`config.mk`:
```
export PLATFORM = sky130hd
export DESIGN_NAME = renkon_pool_flat
export DESIGN_NICKNAME = d
export VERILOG_FILES = /design/src/rtl/renkon_pkg.sv /design/src/rtl/renkon_pool_if.sv /design/src/rtl/renkon_pool_linebuf.sv /design/src/rtl/renkon_pool.sv /design/src/flat_wrapper.sv
export SDC_FILE = /design/constraint.sdc
export NUM_CORES = 1
export LEC_CHECK = 0
export CORE_MARGIN = 3
export CORE_UTILIZATION = 55
export CTS_CLUSTER_DIAMETER = 40
export DETAILED_ROUTE_END_ITERATION = 16
export MAX_ROUTING_LAYER = met4
export PLACE_DENSITY = 0.82
export SYNTH_ARGS = -nofsm -noshare
export SYNTH_HDL_FRONTEND = slang
export SYNTH_SLANG_ARGS = --single-unit
```
`constraint.sdc`:
```
create_clock -name clk -period 5.34 [get_ports clk]
set_input_delay 1.068 -clock clk [delete_from_list [all_inputs] [get_ports clk]]
set_output_delay 1.068 -clock clk [all_outputs]
set_load 0.02 [all_outputs]
```
`src/rtl/renkon_pkg.sv`:
```
// Shared definitions for the renkon pooling path: pixel width, FSM states
// and a signed max helper.
package renkon_pkg;

  localparam int DWIDTH = 16;

  typedef enum logic [1:0] {
    IDLE = 2'd0,
    RUN  = 2'd1,
    DONE = 2'd2
  } state_e;

  // Signed maximum; on a tie either operand is the same value.
  function automatic logic signed [DWIDTH-1:0] smax(
    input logic signed [DWIDTH-1:0] a,
    input logic signed [DWIDTH-1:0] b
  );
    return (a > b) ? a : b;
  endfunction

endpackage

```
`src/rtl/renkon_pool_if.sv`:
```
// Pixel stream and frame-control bundle for renkon_pool.
// Optional feature macro: RENKON_POOL_BYPASS_EN (adds the bypass request bit).
interface renkon_pool_if
  import renkon_pkg::*;
#(
  parameter int SIZEW = 6
);
  logic                     req;
  logic [SIZEW-1:0]         img_w;
  logic [SIZEW-1:0]         img_h;
  logic                     in_valid;
  logic signed [DWIDTH-1:0] pixel_in;
  logic                     out_valid;
  logic signed [DWIDTH-1:0] pixel_out;
  logic                     busy;
  logic                     done;
`ifdef RENKON_POOL_BYPASS_EN
  logic                     bypass;
`endif

  // Upstream side: issues frames and pixels, observes pooled results.
  modport master (
    output req, img_w, img_h, in_valid, pixel_in,
`ifdef RENKON_POOL_BYPASS_EN
    output bypass,
`endif
    input  out_valid, pixel_out, busy, done
  );

  // Pooling stage side.
  modport slave (
    input  req, img_w, img_h, in_valid, pixel_in,
`ifdef RENKON_POOL_BYPASS_EN
    input  bypass,
`endif
    output out_valid, pixel_out, busy, done
  );
endinterface

```
`src/rtl/renkon_pool_linebuf.sv`:
```
// Half-width line buffer: holds the horizontal pair maxima of an even row
// until the matching odd row arrives. Contents are not reset.
module renkon_pool_linebuf #(
  parameter int DW    = 16,
  parameter int DEPTH = 16,
  parameter int AW    = 4
) (
  input  logic                 clk,
  input  logic                 we,
  input  logic [AW-1:0]        waddr,
  input  logic signed [DW-1:0] wdata,
  input  logic [AW-1:0]        raddr,
  output logic signed [DW-1:0] rdata
);

  logic signed [DW-1:0] mem_q [DEPTH];

  // Single write port, written on even rows.
  always_ff @(posedge clk) begin
    if (we) mem_q[waddr] <= wdata;
  end

  // Combinational read, used on odd rows in the same cycle as the 4th pixel.
  assign rdata = mem_q[raddr];

endmodule

```
`src/rtl/renkon_pool.sv`:
```
// 2x2 stride-2 signed max-pooling stage over a raster pixel stream.
// Optional feature macro: RENKON_POOL_BYPASS_EN (pass-through mode latched on req).
module renkon_pool
  import renkon_pkg::*;
#(
  parameter int MAXW  = 32,
  parameter int SIZEW = 6
) (
  input  logic          clk,
  input  logic          xrst,
  renkon_pool_if.slave  bus
);

  localparam int DEPTH = MAXW / 2;
  localparam int AW    = (DEPTH > 1) ? $clog2(DEPTH) : 1;

  state_e                   state_q, state_d;
  logic [SIZEW-1:0]         col_q, col_d;
  logic [SIZEW-1:0]         row_q, row_d;
  logic [SIZEW-1:0]         w_q, w_d;
  logic [SIZEW-1:0]         h_q, h_d;
  logic signed [DWIDTH-1:0] hold_q, hold_d;
  logic                     out_valid_q, out_valid_d;
  logic signed [DWIDTH-1:0] pixel_out_q, pixel_out_d;
  logic                     done_q, done_d;
  logic                     bypass_q, bypass_d;

  logic                     lb_we;
  logic [AW-1:0]            lb_addr;
  logic signed [DWIDTH-1:0] lb_rdata;
  logic signed [DWIDTH-1:0] pair_max;

  // Pair index of the current column; odd columns close a horizontal pair.
  assign lb_addr  = col_q[AW:1];
  assign pair_max = smax(hold_q, bus.pixel_in);

  renkon_pool_linebuf #(
    .DW    (DWIDTH),
    .DEPTH (DEPTH),
    .AW    (AW)
  ) u_linebuf (
    .clk   (clk),
    .we    (lb_we),
    .waddr (lb_addr),
    .wdata (pair_max),
    .raddr (lb_addr),
    .rdata (lb_rdata)
  );

  // Next-state, counter and pooling datapath decisions.
  always_comb begin
    state_d     = state_q;
    col_d       = col_q;
    row_d       = row_q;
    w_d         = w_q;
    h_d         = h_q;
    hold_d      = hold_q;
    out_valid_d = 1'b0;
    pixel_out_d = pixel_out_q;
    done_d      = 1'b0;
    bypass_d    = bypass_q;
    lb_we       = 1'b0;
    case (state_q)
      IDLE: begin
        if (bus.req) begin
          state_d = RUN;
          w_d     = bus.img_w;
          h_d     = bus.img_h;
          col_d   = '0;
          row_d   = '0;
`ifdef RENKON_POOL_BYPASS_EN
          bypass_d = bus.bypass;
`else
          bypass_d = 1'b0;
`endif
        end
      end
      RUN: begin
        if (bus.in_valid) begin
          if (bypass_q) begin
            out_valid_d = 1'b1;
            pixel_out_d = bus.pixel_in;
          end else if (!col_q[0]) begin
            hold_d = bus.pixel_in;
          end else if (!row_q[0]) begin
            lb_we = 1'b1;
          end else begin
            out_valid_d = 1'b1;
            pixel_out_d = smax(lb_rdata, pair_max);
          end
          // Trailing odd column/row pixels are counted but never close a window.
          if (col_q == w_q - SIZEW'(1)) begin
            col_d = '0;
            if (row_q == h_q - SIZEW'(1)) begin
              row_d   = '0;
              state_d = DONE;
              done_d  = 1'b1;
            end else begin
              row_d = row_q + SIZEW'(1);
            end
          end else begin
            col_d = col_q + SIZEW'(1);
          end
        end
      end
      DONE: state_d = IDLE;
      default: state_d = IDLE;
    endcase
  end

  // FSM state, counters and registered outputs.
  always_ff @(posedge clk) begin
    if (xrst) begin
      state_q     <= IDLE;
      col_q       <= '0;
      row_q       <= '0;
      w_q         <= '0;
      h_q         <= '0;
      hold_q      <= '0;
      out_valid_q <= 1'b0;
      pixel_out_q <= '0;
      done_q      <= 1'b0;
      bypass_q    <= 1'b0;
    end else begin
      state_q     <= state_d;
      col_q       <= col_d;
      row_q       <= row_d;
      w_q         <= w_d;
      h_q         <= h_d;
      hold_q      <= hold_d;
      out_valid_q <= out_valid_d;
      pixel_out_q <= pixel_out_d;
      done_q      <= done_d;
      bypass_q    <= bypass_d;
    end
  end

  assign bus.out_valid = out_valid_q;
  assign bus.pixel_out = pixel_out_q;
  assign bus.done      = done_q;
  assign bus.busy      = (state_q != IDLE);

endmodule
```
`src/flat_wrapper.sv`:
```
// flat-port wrapper written by rule: the top's interface ports become plain ports
module renkon_pool_flat import renkon_pkg::*;
#(
  parameter int MAXW  = 32,
  parameter int SIZEW = 6
)
  (clk, xrst, bus_req, bus_img_w, bus_img_h, bus_in_valid, bus_pixel_in, bus_out_valid, bus_pixel_out, bus_busy, bus_done);
  renkon_pool_if #(.SIZEW(SIZEW)) bus_i ();
  input  logic clk;
  input  logic xrst;
  input wire logic [$bits(bus_i.req)-1:0] bus_req;
  input wire logic [$bits(bus_i.img_w)-1:0] bus_img_w;
  input wire logic [$bits(bus_i.img_h)-1:0] bus_img_h;
  input wire logic [$bits(bus_i.in_valid)-1:0] bus_in_valid;
  input wire logic [$bits(bus_i.pixel_in)-1:0] bus_pixel_in;
  output wire logic [$bits(bus_i.out_valid)-1:0] bus_out_valid;
  output wire logic [$bits(bus_i.pixel_out)-1:0] bus_pixel_out;
  output wire logic [$bits(bus_i.busy)-1:0] bus_busy;
  output wire logic [$bits(bus_i.done)-1:0] bus_done;
  assign bus_i.req = bus_req;
  assign bus_i.img_w = bus_img_w;
  assign bus_i.img_h = bus_img_h;
  assign bus_i.in_valid = bus_in_valid;
  assign bus_i.pixel_in = bus_pixel_in;
  assign bus_out_valid = bus_i.out_valid;
  assign bus_pixel_out = bus_i.pixel_out;
  assign bus_busy = bus_i.busy;
  assign bus_done = bus_i.done;
  renkon_pool #(.MAXW(MAXW), .SIZEW(SIZEW)) u_core (.clk(clk), .xrst(xrst), .bus(bus_i));
endmodule
```
-- Word-level counts from Yosys, hierarchy flattened
Memory sizes are Yosys's and may differ from the RTL's. A register that Yosys moved wholly into a read port is not among the register bits.
Index checks and enable logic that the tools add are counted.
- word-level logic and storage cells: 65
- memory bits (writable): 256
- bits of input ports: 32
- register bits: 60
- memories kept: 1
- bitwise gates (word level): 4
- multiplexer cells: 27
- reductions and logical operators: 11
- add/subtract/negate cells: 4
- equal/unequal tests: 7
- $lt $le $gt $ge: 2
- memory list (name ; depth ; bits a word ; read ports ; clocked after Yosys merged registers in ; write ports ; line ; source):
    u_core.u_linebuf.mem_q ; 16 ; 16 ; 1 ; 1 ; 1 ; renkon_pool_linebuf.sv:16 ; logic signed [DW-1:0] mem_q [DEPTH];
- operator list (operator ; number):
    16-bit two-way mux ; 4
    6-bit two-way mux ; 6
    16-bit greater-than comparator ; 2
    6-bit case mux with 2 select lines ; 2
    6-bit by 1-bit adder with 6-bit output (second input constant) ; 2
    6-bit equality test ; 2
    4-bit AND reduction ; 3
    6-bit by 1-bit subtractor with 6-bit output (second input constant) ; 2
    1-bit two-way mux ; 8
    2-bit two-way mux ; 4
    4-bit two-way mux ; 2
    4-bit OR reduction ; 2
    3-bit AND reduction ; 2
    2-bit by 1-bit inequality test with 1-bit output (second input constant) ; 2
    2-bit inequality test (second input constant) ; 2
    1-bit inverter ; 4
    2-bit case mux with 2 select lines ; 1
    2-bit nonzero test ; 2
    2-bit by 1-bit equality test with 1-bit output (second input constant) ; 1
    2-bit zero test ; 1
    2-bit AND reduction ; 1

-- Depth between registers and ports, before layout
Gate-level depths: netlist of run 1.
- depth in word-level cells: 7
- mapped depth: 19
- gate-level depth less buffers: 17

-- Modules after synthesis
A second synthesis of run 1 with hierarchy kept.
- cell total of the unflattened synthesis: 873
- area total of the unflattened synthesis: 13516.7 um2
- by module, submodules not included (module ; cells each ; area an instance (um2) ; times used ; sequential area each (um2)):
    renkon_pool_linebuf ; 416 ; 9721.8 ; 1 ; 7687.4
    renkon_pool ; 457 ; 3794.9 ; 1 ; 1201.2

-- Worst setup path after synthesis of run 1
OpenSTA, ideal clock, no wires.
- path kind: input-to-reg
- from: input bus_pixel_in[7]
- to: register u_core.pixel_out_q[10], in the netlist u_core.bus.pixel_out[10]
- data arrival time: 5.029 ns
- library setup time: 0.122 ns
- slack: 0.190 ns
- cell stages on the path: 19
- required time: 5.218 ns
- cell sequence: inv_1 > ha_1 > a21oi_1 > o21ai_0 > a211oi_1 > a31oi_1 > a21oi_1 > buf_4 > mux2_2 > inv_1 > ha_1 > a21o_1 > a21oi_1 > nor3_1 > or4b_2 > nand3_1 > nor2_1 > buf_2 > a221o_1
- longest elaborated chain between the ends: 6
- RTL lines (item ; line ; source):
    start: declaration ; flat_wrapper.sv:15 ; input wire logic [$bits(bus_i.pixel_in)-1:0] bus_pixel_in;
    16-bit greater-than comparator ; renkon_pkg.sv:18 ; return (a > b) ? a : b;
    16-bit two-way mux ; renkon_pkg.sv:18 ;
    named net u_core.pair_max[9] ; renkon_pool.sv:31 ; logic signed [DWIDTH-1:0] pair_max;
    16-bit greater-than comparator ; renkon_pkg.sv:18 ;
    16-bit two-way mux ; renkon_pkg.sv:18 ;
    16-bit two-way mux ; renkon_pool.sv:85 ; end else if (!row_q[0]) begin
    16-bit two-way mux ; renkon_pool.sv:83 ; end else if (!col_q[0]) begin
    end signal: assignment ; renkon_pool.sv:132 ; pixel_out_q <= pixel_out_d;
    end: declaration ; renkon_pool.sv:24 ; logic signed [DWIDTH-1:0] pixel_out_q, pixel_out_d;
The timed path passes the listed nets, and every way through them passes these cells. The select of a mux whose other input is x is not followed.
A chain may end at the register's enable or synchronous reset.

-- Worst setup path in the final report of run 1
- from: input bus_pixel_in[15]
- to: register u_core.pixel_out_q[4], in the netlist u_core.bus.pixel_out[4]
- longest elaborated chain between the ends: 6
- RTL lines (item ; line):
    16-bit greater-than comparator ; renkon_pkg.sv:18
    16-bit two-way mux (*) ; renkon_pkg.sv:18
    named net u_core.pair_max[15] ; renkon_pool.sv:31
    16-bit greater-than comparator (*) ; renkon_pkg.sv:18
    16-bit two-way mux (*) ; renkon_pkg.sv:18
    16-bit two-way mux (*) ; renkon_pool.sv:85
    16-bit two-way mux (*) ; renkon_pool.sv:83
The timed path passes the listed nets; every way through them passes the cells marked *. The select of a mux whose other input is x is not followed.

==> summary.md, run 1 <==
| Metric | Value |
|---|---|
| Hold-fix buffers at CTS | `0` |
| Buffer and inverter count on the worst path | `4` |
| Period utilization | `between 90 and 100%` |
| Final estimated routing congestion in global placement | `between 0.9 and 1` |
| Post-CTS Setup Repair Bufs | `0` |
| Period minus WS final | `5.132 ns` |
| Residual DRC | `0` |
| Final WL | `32.67 mm` |
| Hold WS | `approximately 0.45 ns` |
| Skew-Pair Late Insertion Delay | `about 0.52 ns` |
| Yosys top cell area share | `57.06%` |
| Hold crit path type | `register to register` |
| Top Family by Delay on Critical Path | `compound AO/OA/AOI/OAI gates` |
| Leading area contributor after synthesis | `edfxtp_1` |
| Largest net degree at the start of global routing | `65` |
| Die W | `162.5 um` |
| Layout cell share with drive strength beyond 1 | `26.17%` |
| Number of inserted diodes | `0` |
| FF-to-FF End | `u_core.bus.pixel_out[4]$_SDFFE_PP0P_` |
| Critical path depth in cells | `18` |
| GRT Total Usage | `25.86%` |
| Total power | `5.773 mW` |
| Mapped cell area | `13,470 sq um` |
| Core Area | `approximately 24,000 sq um` |
| Critical path's slowest cell | `or4b_2` |
| Ys Warns | `0` |
| Placed Area | `14,800 sq um` |
| Fmax | `approximately 200 MHz` |
| Grt ovf | `0` |
| Post-Layout Inst Area | `16,160 sq um` |
| Placed wire-length estimate | `between 15 and 20 mm` |
| Final worst slack | `roughly 0.21 ns` |
| Clock Path Buffers | `3` |
| Crit. Startpoint | `bus_pixel_in[15]` |
| Outcome | `finished clean` |
| Largest cells by area after synthesis | `edfxtp_1 57%, mux4_2 13%, dfxtp_1 9.5%, ha_1 3.3%, nand2_1 2.1%` |
| Initial antenna violation count | `0` |
| Root buf cell | `clkbuf_16` |
| Fin. Hold Viols | `0` |
| Num CTS Buffers | `39` |
| CP Cell Sequence | `clkdlybuf4s50_1 > inv_1 > ha_1 > nand4_1 > o41ai_1 > a31oi_1 > a21oi_2 > buf_4 > mux2_2 > inv_1 > ha_1 > a31oi_1 > o2111ai_1 > a21oi_1 > or4b_2 > nand3_1 > nor2_4 > a221o_1` |
| Final #Nets | `around 1,000` |
| Crit path capture type | `register` |
| Primary FF master, synth | `edfxtp_1` |
| Mean Syn Cell Area | `16.12 sq um` |
| IO Pins | `51` |
| H-tree levels | `2` |
| Die span in y | `162.5 um` |
| Register-to-register path setup slack | `0.99 ns` |
| Setup violators final | `0` |
| Die area | `26,410 sq um` |
| Max-cap violations | `0` |
| FP Rows | `56` |
| Worst slew pin tran | `between 1 and 1.5 ns` |
| Critical Path End | `u_core.bus.pixel_out[4]$_SDFFE_PP0P_` |
| Non-filler instance count after layout | `between 1,000 and 1,500` |
| Mapped Cells | `836` |
| DR vias | `8,165` |
| Initial Util | `56.72%` |
| Startpoint Class | `input pin` |
| Crit path DAT | `5.53 ns` |
| First-pass GRT wire length | `49.01 mm` |
| Ys async rst share | `0%` |
| Post-synth EDFFs | `256` |
| Worst vdd ir | `0.3476 mV` |
| DRT iter0 DRCs | `846` |
| RSZ-0062 raised after global routing | `no` |
| Pins Over Slew Limit | `0` |
| Crit-path max FO | `15` |
| Sink Count | `320` |
| Inst Count DP | `1,234` |
| Distinct cells, synth | `54` |
| Clock skew | `0.02484 ns` |
| PwrDens | `around 360 nW/um^2` |
| Worst slack, placed | `-0.4690 ns` |
| Iteration count of the initial detailed-routing pass | `6` |
| Port bufs | `50` |
| Vias/cell | `6.257` |
| Area grow syn2layout | `19.96%` |
| TritonCTS clock tree | `yes` |
| Routed Antenna Nets | `0` |
| Critical path class | `input pin to register` |
| CP peak stage delay | `0.62 ns` |
| WL per Instance | `25.03 um` |
| Seq/Total Area, Yosys | `66.57%` |
| Vias in the first global route | `8,280` |
| Clock-pin transition on the worst setup and hold timing paths | `roughly 0.06 ns` |
| R2R cell count | `11` |
| Critical Path RT | `between 5 and 6 ns` |
| Syn nets | `between 900 and 1,000` |
| Leakage | `roughly 5.5 nW` |
| #FFs+latches synth | `between 300 and 400` |
| Worst relative slew slack | `16.86%` |
## metal layers
metal	GRT usage [%]	part of all wire, %	wire length (um)	vias up
met2	41.19	50	16210	437
met3	4.730	9.5	3101	80
met1	34.40	38	12480	4136
met4	8.259	2.7	880	0
met5	-	0	0	-
li1	-	-	-	3512
## synthesized netlist by cell type, drive strengths merged, types with 7 or more instances
library cell  instances
a21oi                45
a221o                16
a31oi                 7
and2                 16
buf                  16
clkbuf               22
dfxtp                64
edfxtp              256
ha                   36
inv                  44
mux2                 16
mux4                 80
nand2                77
nand2b                8
nand3                15
nand4                 7
nor2                 29
nor3                 14
o21ai                 7
xnor2                 9
xor2                  7
## worst register-to-register path: stages (launching register included)
cell and delay (ns):
dfxtp_4 0.65, buf_4 0.44, mux4_2 0.58, mux4_2 0.50, ha_1 0.30, nor2b_1 0.13
o211ai_1 0.17, a21boi_0 0.12, or4b_2 0.67, nand3_1 0.17, nor2_4 0.13, a221o_1 0.41
## layout by cell type (no fill, tap or decap), types with 4 or more instances in the layout
master           synthesis  final
xor2_1                   7      7
buf_4                    1     65
a31oi_1                  6      6
nand3_1                 15     15
clkdlybuf4s50_1          0     50
ha_1                    36     36
nand4_1                  7      7
nor3_1                  13      9
nor2b_1                  4      4
nand2b_1                 7      7
nor2_2                   0     12
clkbuf_16                0     41
inv_1                   44     44
mux4_2                  80     80
nor2_1                  29     16
o21ai_0                  7      7
a21oi_1                 44     43
a221o_1                 16     16
nand2_1                 77     77
and2_1                  15     15
clkbuf_1                22      9
xnor2_1                  9      9
mux2_2                  16     16
edfxtp_1               256    256
clkinvlp_4               0      6
nor3_2                   1      5
dfxtp_1                 64     62
bufinv_16                0      5
## final cells by class
type / instances / area, sq um
multi-input combinational: 434 / 4245
fill: 1517 / 7591
timing repair buffer: 117 / 1028
inverter: 44 / 165.2
tap: 319 / 399.1
clock inverter: 20 / 276.5
sequential: 320 / 8974
clock buffer: 51 / 1074
## registers in the layout, summed over array words and instances, names as in the netlist, 2 cells and up, named ones only
signal                  count
u_core.u_linebuf.mem_q    256
u_core.bus.pixel_out       16
u_core.hold_q              16
u_core.col_q                6
u_core.h_q                  6
u_core.row_q                6
u_core.w_q                  6
u_core.state_q              2
## power breakdown
| group | leakage [nW] | internal, mW | switching, mW |
|---|---|---|---|
| logic | 2.03 | 0.130 | 0.183 |
| clock network | 0.638 | 1.68 | 1.03 |
| registers | 2.85 | 2.74 | 0.0145 |
| total | 5.52 | 4.55 | 1.22 |
## worst min path at each step
stage	end	slack, ns	from	cells past startpoint
floorplan	u_core.state_q[0]$_SDFFE_PP0P_	0.41	u_core.state_q[1]$_SDFFE_PP0P_	1
global placement	u_core.state_q[0]$_SDFFE_PP0P_	0.43	u_core.state_q[1]$_SDFFE_PP0P_	1
detailed placement	u_core.state_q[0]$_SDFFE_PP0P_	0.43	u_core.state_q[1]$_SDFFE_PP0P_	1
CTS	u_core.state_q[0]$_SDFFE_PP0P_	0.46	u_core.state_q[1]$_SDFFE_PP0P_	1
global route	u_core.state_q[0]$_SDFFE_PP0P_	0.49	u_core.state_q[1]$_SDFFE_PP0P_	1
finish	u_core.state_q[0]$_SDFFE_PP0P_	0.45	u_core.state_q[1]$_SDFFE_PP0P_	1
## through the flow
step	util, %	setup TNS, ns
6_report	68.04	0
5_1_grt	68.04	0
4_1_cts	68.00	0
3_5_place_dp	62.31	-6.995
3_3_place_gp	62.31	-3.376
2_1_floorplan	-	0
## logic make-up after synthesis
group	Yosys count	synth area share, %
adders and majority gates	36	3.343
muxes	97	14.78
xor gates and xnor gates	16	1.040
buffers and inverters	82	2.415
and+or+nand+nor	191	6.956
AOI/OAI and AO/OA	94	4.894
DFF	320	66.57
## repair_timing
action,in CTS,in global routing
gates resized for setup,1,2
endpoints found under the hold margin,0,0
endpoints found under the setup margin,6,15
pin swaps,0,1
Note: power is estimated with default switching activity, not from simulation.
==> inputs of run 2 (changes only) <==
CORE_UTILIZATION = 60   (was 55)
CTS_BUF_LIST = sky130_fd_sc_hd__clkbuf_4   (was default)
PLACE_DENSITY = 0.85   (was 0.82)
clock period = 5.5 ns   (was 5.34 ns; I/O delays follow)
==> summary.md, run 2 (same netlist as run 1, synthesis figures left out) <==
| Metric | Value |
|---|---|
| Outcome | `finished clean` |
| Vias in the first global route | `8,242 (-0.46%)` |
| Most common cell after layout, fill and taps aside | `edfxtp_1` |
| Clock Path Buffers | `3 (unchanged)` |
| Crit path capture type | `register` |
| Clock skew | `0.04256 ns (+0.01772 ns)` |
| Startpoint Class | `input pin` |
| Leakage | `5.433 nW (-1.6%)` |
| Filler cells | `1,319 (-13%)` |
| Die W | `155.9 um (-4.1%)` |
| Core Area | `21,960 sq um (-7.6%)` |
| CP peak stage delay | `0.59 ns (-0.03 ns)` |
| Die area | `24,290 sq um (-8.0%)` |
| Period minus WS final | `5.134 ns` |
| H-tree levels | `3 (+1)` |
| CP Cell Sequence | `clkdlybuf4s50_1 > inv_1 > ha_1 > nand4_1 > o41ai_1 > a31oi_1 > a21oi_1 > buf_4 > mux2_2 > inv_1 > ha_1 > nand3_1 > nor4_1 > a21boi_0 > or4b_2 > nand3_1 > nor2_2 > a221o_1` |
| Final worst slack | `0.3656 ns (+0.1574 ns)` |
| Crit-path max FO | `15 (unchanged)` |
| Vias/cell | `6.241 (-0.25%)` |
| Residual DRC | `0 (unchanged)` |
| Largest Register | `u_core.u_linebuf.mem_q` |
| WL per Instance | `23.28 um (-7.0%)` |
| TritonCTS clock tree | `yes` |
| Placed Area | `14,640 sq um (-1.1%)` |
| DRT iter0 DRCs | `863 (+2.0%)` |
| DR vias | `8,269 (+1.3%)` |
| Iteration count of the initial detailed-routing pass | `5 (-1)` |
| Period utilization | `93.35%` |
| Area of the multi-input gates | `4204 sq um (-0.97%)` |
| Post-Layout Inst Area | `15,700 sq um (-2.8%)` |
| First-pass GRT wire length | `47.57 mm (-2.9%)` |
| RSZ-0062 raised after global routing | `no` |
| Placed wire-length estimate | `19.02 mm (-1.4%)` |
| Layout cell share with drive strength beyond 1 | `27.87% (+1.7 points)` |
| Clock-pin transition on the worst setup and hold timing paths | `0.06 ns (about the same)` |
| Max-cap violations | `0 (unchanged)` |
| PwrDens | `318.2 nW/um^2 (-11%)` |
| FP Rows | `54 (-3.6%)` |
| Grt ovf | `0 (unchanged)` |
| Port bufs | `50 (unchanged)` |
| Hold crit path type | `register to register` |
| Routed Antenna Nets | `0 (unchanged)` |
| Critical path class | `input pin to register` |
| Setup violators final | `0 (unchanged)` |
| Sink Count | `320 (unchanged)` |
| Num CTS Buffers | `78 (+100%)` |
| GRT Total Usage | `27.21% (+1.4 points)` |
| IO Pins | `51 (unchanged)` |
| Initial Util | `61.36% (+4.6 points)` |
| Commonest cells after routing, fill and taps aside | `256 x edfxtp_1, 115 x clkbuf_4, 80 x mux4_2` |
| Fin. Hold Viols | `0 (unchanged)` |
| Initial antenna violation count | `1 (+1)` |
| Critical path's slowest cell | `nor2_2` |
| Final estimated routing congestion in global placement | `0.8938 (-5.3%)` |
| Worst slack, placed | `-0.4546 ns (+0.01434 ns)` |
| Pins Over Slew Limit | `0 (unchanged)` |
| Crit path DAT | `5.76 ns (+0.23 ns)` |
| Skew-Pair Late Insertion Delay | `0.69 ns (+0.17 ns)` |
| Die span in y | `155.9 um (-4.1%)` |
| Fmax | `194.8 MHz` |
| Worst vdd ir | `0.1725 mV (-50%)` |
| Largest net degree at the start of global routing | `65 (unchanged)` |
| Max FFs per register | `256 (unchanged)` |
| Worst relative slew slack | `21.47% (+4.6 points)` |
| Root buf cell | `clkbuf_4` |
| Area grow syn2layout | `16.54%` |
| Final WL | `30.85 mm (-5.6%)` |
| Worst slew pin tran | `1.174 ns (-0.06890 ns)` |
| Post-CTS Setup Repair Bufs | `0 (unchanged)` |
| Critical Path RT | `6.13 ns (+0.39 ns)` |
| Register Area | `8974 sq um (unchanged)` |
| Final #Nets | `1,049 (+2.4%)` |
==> run 2: repair_timing <==
action | 4_1_cts | 5_1_grt
hold buffers | 0 | 0
gates resized for setup | 0 | 1
endpoints found under the setup margin | 0 | 15
==> run 2: power by group <==
group	switching [mW]	internal, mW	total, mW
Sequential	0.0150	2.65	2.67
Clock	0.928	1.11	2.03
Combinational	0.175	0.119	0.293
Total	1.12	3.88	5.00
==> run 2: final cells by class <==
class	count	share of cell area [%]
Antenna cell	1	0.01594
Clock buffer	115	5.498
Clock inverter	28	1.235
Inverter	44	1.052
Multi-Input combinational cell	434	26.78
Sequential cell	320	57.15
Tap cell	280	2.231
Timing Repair Buffer	103	6.040
==> run 2: stage by stage <==
stage | utilization [%] | std cells | hold slack (ns) | power (mW) | TNS, ns
floorplan | - | 836 | 0.4132 | 2.888 | 0
global placement | 66.67 | 1181 | 0.4382 | 2.997 | -2.042
detailed placement | 66.67 | 1181 | 0.4436 | 3.011 | -6.547
CTS | 71.48 | 1324 | 0.4525 | 5.024 | 0
global route | 71.50 | 1325 | 0.4847 | 5.182 | 0
finish | 71.50 | 1325 | 0.4524 | 4.996 | 0
==> run 2: per-layer routing <==
metal	GRT usage [%]	wire length (um)	share of wire, %
met1	36.28	11680	38
met5	-	0	0
met4	11.35	995	3.2
met3	5.492	3237	10
met2	41.61	14940	48
==> run 2: worst paths after layout <==
check / endpoint / from / cells after the start / slack, ns
setup / recovery: u_core.bus.pixel_out[15]$_SDFFE_PP0P_ / bus_pixel_in[13] / 18 / 0.37
hold / removal: u_core.state_q[0]$_SDFFE_PP0P_ / u_core.state_q[1]$_SDFFE_PP0P_ / 1 / 0.45
setup reg to reg: u_core.bus.pixel_out[15]$_SDFFE_PP0P_ / register / 11 / 1.00
hold reg to reg: u_core.state_q[0]$_SDFFE_PP0P_ / u_core.state_q[1]$_SDFFE_PP0P_ / 1 / 0.45
==> run 2: worst max-delay path, delay by kind of cell <==
kind / cells / cell delay, ns
AND/OR/NAND/NOR: 6 / 1.67
adder cells (fa/ha/maj): 2 / 0.49
buffers and inverters: 4 / 0.88
AO/OA/AOI/OAI: 5 / 1.21
multiplexers: 1 / 0.39
==> inputs of run 3 (changes only) <==
CELL_PAD_IN_SITES_DETAIL_PLACEMENT = 1   (was default)
CELL_PAD_IN_SITES_GLOBAL_PLACEMENT = 1   (was default)
CORE_UTILIZATION = 54   (was 60)
PLACE_DENSITY = 0.88   (was 0.85)
==> summary.md, run 3 (same netlist as run 1, synthesis figures left out) <==
| Metric | Value |
|---|---|
| Outcome | `finished clean` |
| Worst vdd ir | `0.2076 mV (+20%)` |
| Fmax | `190.5 MHz (-2.2%)` |
| Commonest cells after routing, fill and taps aside | `256 x edfxtp_1, 120 x clkbuf_4, 80 x mux4_2` |
| Net Sw Power | `1.225 mW (+9.6%)` |
| Final WL | `38.72 mm (+26%)` |
| First-pass GRT wire length | `58.02 mm (+22%)` |
| Die W | `164.0 um (+5.2%)` |
| FP Rows | `57 (+5.6%)` |
| Die span in y | `164.0 um (+5.2%)` |
| DR vias | `8,668 (+4.8%)` |
| Period minus WS final | `5.250 ns (+0.1159 ns)` |
| Most common cell after layout, fill and taps aside | `edfxtp_1` |
| Post-Layout Inst Area | `15,870 sq um (+1.1%)` |
| Skew-Pair Late Insertion Delay | `0.71 ns (+0.02 ns)` |
| Placed wire-length estimate | `22.96 mm (+21%)` |
| Worst slack, placed | `-0.2659 ns (+0.1888 ns)` |
| Core Area | `24,390 sq um (+11%)` |
| Root buf cell | `clkbuf_4` |
| Placed Area | `14,790 sq um (+1.0%)` |
| Routed Antenna Nets | `0 (unchanged)` |
| WL per Instance | `28.08 um (+21%)` |
| Hold WS | `0.4727 ns (+0.02029 ns)` |
| Sink Count | `320 (unchanged)` |
| Die area | `26,880 sq um (+11%)` |
| Internal | `3.921 mW (+1.1%)` |
| Port bufs | `50 (unchanged)` |
| IO Pins | `51 (unchanged)` |
| Hold crit path type | `register to register` |
| Critical path class | `input pin to register` |
| Period utilization | `95.46% (+2.1 points)` |
| DRT iter0 DRCs | `971 (+13%)` |
| Clock-pin transition on the worst setup and hold timing paths | `0.08 ns (+0.02 ns)` |
| Crit path DAT | `5.80 ns (+0.04 ns)` |
| Flop pwr share | `51.9% (-1.5 points)` |
| Worst slew pin tran | `1.270 ns (+0.09644 ns)` |
| Sw Share | `23.81% (+1.4 points)` |
| Leakage | `5.502 nW (+1.3%)` |
| Filler cells | `2,281 (+73%)` |
| Pins Over Slew Limit | `0 (unchanged)` |
| RSZ-0062 raised after global routing | `no` |
| Area grow syn2layout | `17.81%` |
| Startpoint Class | `input pin` |
| Setup violators final | `0 (unchanged)` |
| Fin. Hold Viols | `0 (unchanged)` |
| Layout cell share with drive strength beyond 1 | `29.72% (+1.9 points)` |
| Hold-fix buffers at CTS | `0 (unchanged)` |
| Final #Nets | `1,062 (+1.2%)` |
| Clock skew | `0.06598 ns (+0.02343 ns)` |
| Final worst slack | `0.2497 ns (-0.1159 ns)` |
| Critical path's slowest cell | `or4b_2` |
| Max-cap violations | `0 (unchanged)` |
| GRT Total Usage | `30.80% (+3.6 points)` |
| PwrDens | `324.2 nW/um^2 (+1.9%)` |
| Largest Register | `u_core.u_linebuf.mem_q` |
| Grt ovf | `0 (unchanged)` |
| Largest net degree at the start of global routing | `59 (-9.2%)` |
| Num CTS Buffers | `80 (+2.6%)` |
| Max FFs per register | `256 (unchanged)` |
| Initial antenna violation count | `2 (+1)` |
| Clock share of power | `41.9% (+1.2 points)` |
| Combinational share of power | `6.2% (+0.3 points)` |
| Buffer and inverter count on the worst path | `5 (+1)` |
| CP peak stage delay | `0.70 ns (+0.11 ns)` |
| Iteration count of the initial detailed-routing pass | `5 (unchanged)` |
| Initial Util | `55.24% (-6.1 points)` |
| Vias/cell | `6.286 (+0.72%)` |
| Vias in the first global route | `9,348 (+13%)` |
| Crit path capture type | `register` |
| Worst relative slew slack | `15.21% (-6.3 points)` |
| Crit-path max FO | `15 (unchanged)` |
| Residual DRC | `0 (unchanged)` |
| Top Family by Delay on Critical Path | `compound AO/OA/AOI/OAI gates` |
| TritonCTS clock tree | `yes` |
| Clock Path Buffers | `3 (unchanged)` |
| Final estimated routing congestion in global placement | `0.8571 (-4.1%)` |
| CP Cell Sequence | `clkdlybuf4s50_1 > inv_1 > ha_1 > a21oi_1 > o21ai_0 > a211oi_2 > a31oi_1 > a21oi_1 > buf_4 > mux2_2 > inv_1 > ha_1 > nand2_1 > nor4_1 > a21boi_0 > or4b_2 > nand3_1 > nor2_1 > buf_12 > a221o_1` |
| H-tree levels | `3 (unchanged)` |
| Critical Path RT | `6.05 ns (-0.08 ns)` |
==> run 3: cell types whose count changed in the layout (fill, tap and decap cells not counted) <==
cell / delta
a211oi_1: -1
a211oi_2: +1
buf_4: +11
clkbuf_4: +5
clkinv_1: -8
diode_2: +1
inv_6: +1
nor2_1: -4
nor2_2: +4
==> run 3: area by class of cell <==
class / count / area, sq um / area share [%]
sequential: 320 / 8974 / 56.53
multi-input combinational: 434 / 4219 / 26.58
timing repair buffer: 114 / 1031 / 6.495
clock buffer: 120 / 900.9 / 5.676
tap: 324 / 405.4 / 2.554
clock inverter: 21 / 172.7 / 1.088
inverter: 44 / 165.2 / 1.041
antenna: 2 / 5.005 / 0.03153
==> run 3: routing by layer <==
| layer | track usage, % | vias up | part of all wire, % |
|---|---|---|---|
| met5 | - | - | 0 |
| met4 | 14.23 | 0 | 4.9 |
| met3 | 6.860 | 132 | 9.2 |
| met2 | 49.13 | 552 | 49 |
| met1 | 38.00 | 4362 | 37 |
| li1 | - | 3622 | - |
==> run 3: worst paths after layout <==
check	startpoint	endpoint	slack (ns)	cells past startpoint
hold reg to reg	u_core.h_q[5]$_SDFFE_PP0P_	u_core.h_q[5]$_SDFFE_PP0P_	0.47	2
setup / recovery	bus_pixel_in[5]	u_core.bus.pixel_out[9]$_SDFFE_PP0P_	0.25	20
hold / removal	u_core.h_q[5]$_SDFFE_PP0P_	u_core.h_q[5]$_SDFFE_PP0P_	0.47	2
setup reg to reg	register	u_core.bus.pixel_out[9]$_SDFFE_PP0P_	0.76	12
==> run 3: power by group through the flow <==
stage | Sequential, mW | Clock [mW] | Combinational (mW)
finish | 2.67 | 2.16 | 0.320
global route | 2.67 | 2.32 | 0.347
CTS | 2.67 | 2.18 | 0.316
detailed placement | 2.72 | 0 | 0.308
global placement | 2.72 | 0 | 0.284
floorplan | 2.72 | 0 | 0.172
==> run 3: timing repair <==
item | CTS | global route
buffers inserted | 0 | 0
resized for setup | 0 | 1
setup endpoints to repair | 0 | 9
==> run 3: through the flow <==
stage	TNS [ns]	power (mW)	cells	util [%]
after floorplan	0	2.888	836	-
after global placement	-0.2800	3.005	1236	60.63
after detailed placement	-3.560	3.031	1236	60.63
after CTS	0	5.170	1377	65.04
after global routing	0	5.338	1379	65.08
final	0	5.146	1379	65.08
==> run 3: worst reg2reg max path, cell delays in order, from the launching register on <==
cell      delay [ns]
dfxtp_4         0.69
buf_4           0.39
mux4_2          0.57
mux4_2          0.55
ha_1            0.37
nand2_1         0.23
nor4_1          0.14
a21boi_0        0.15
or4b_2          0.70
nand3_1         0.13
nor2_1          0.10
buf_12          0.20
a221o_1         0.39
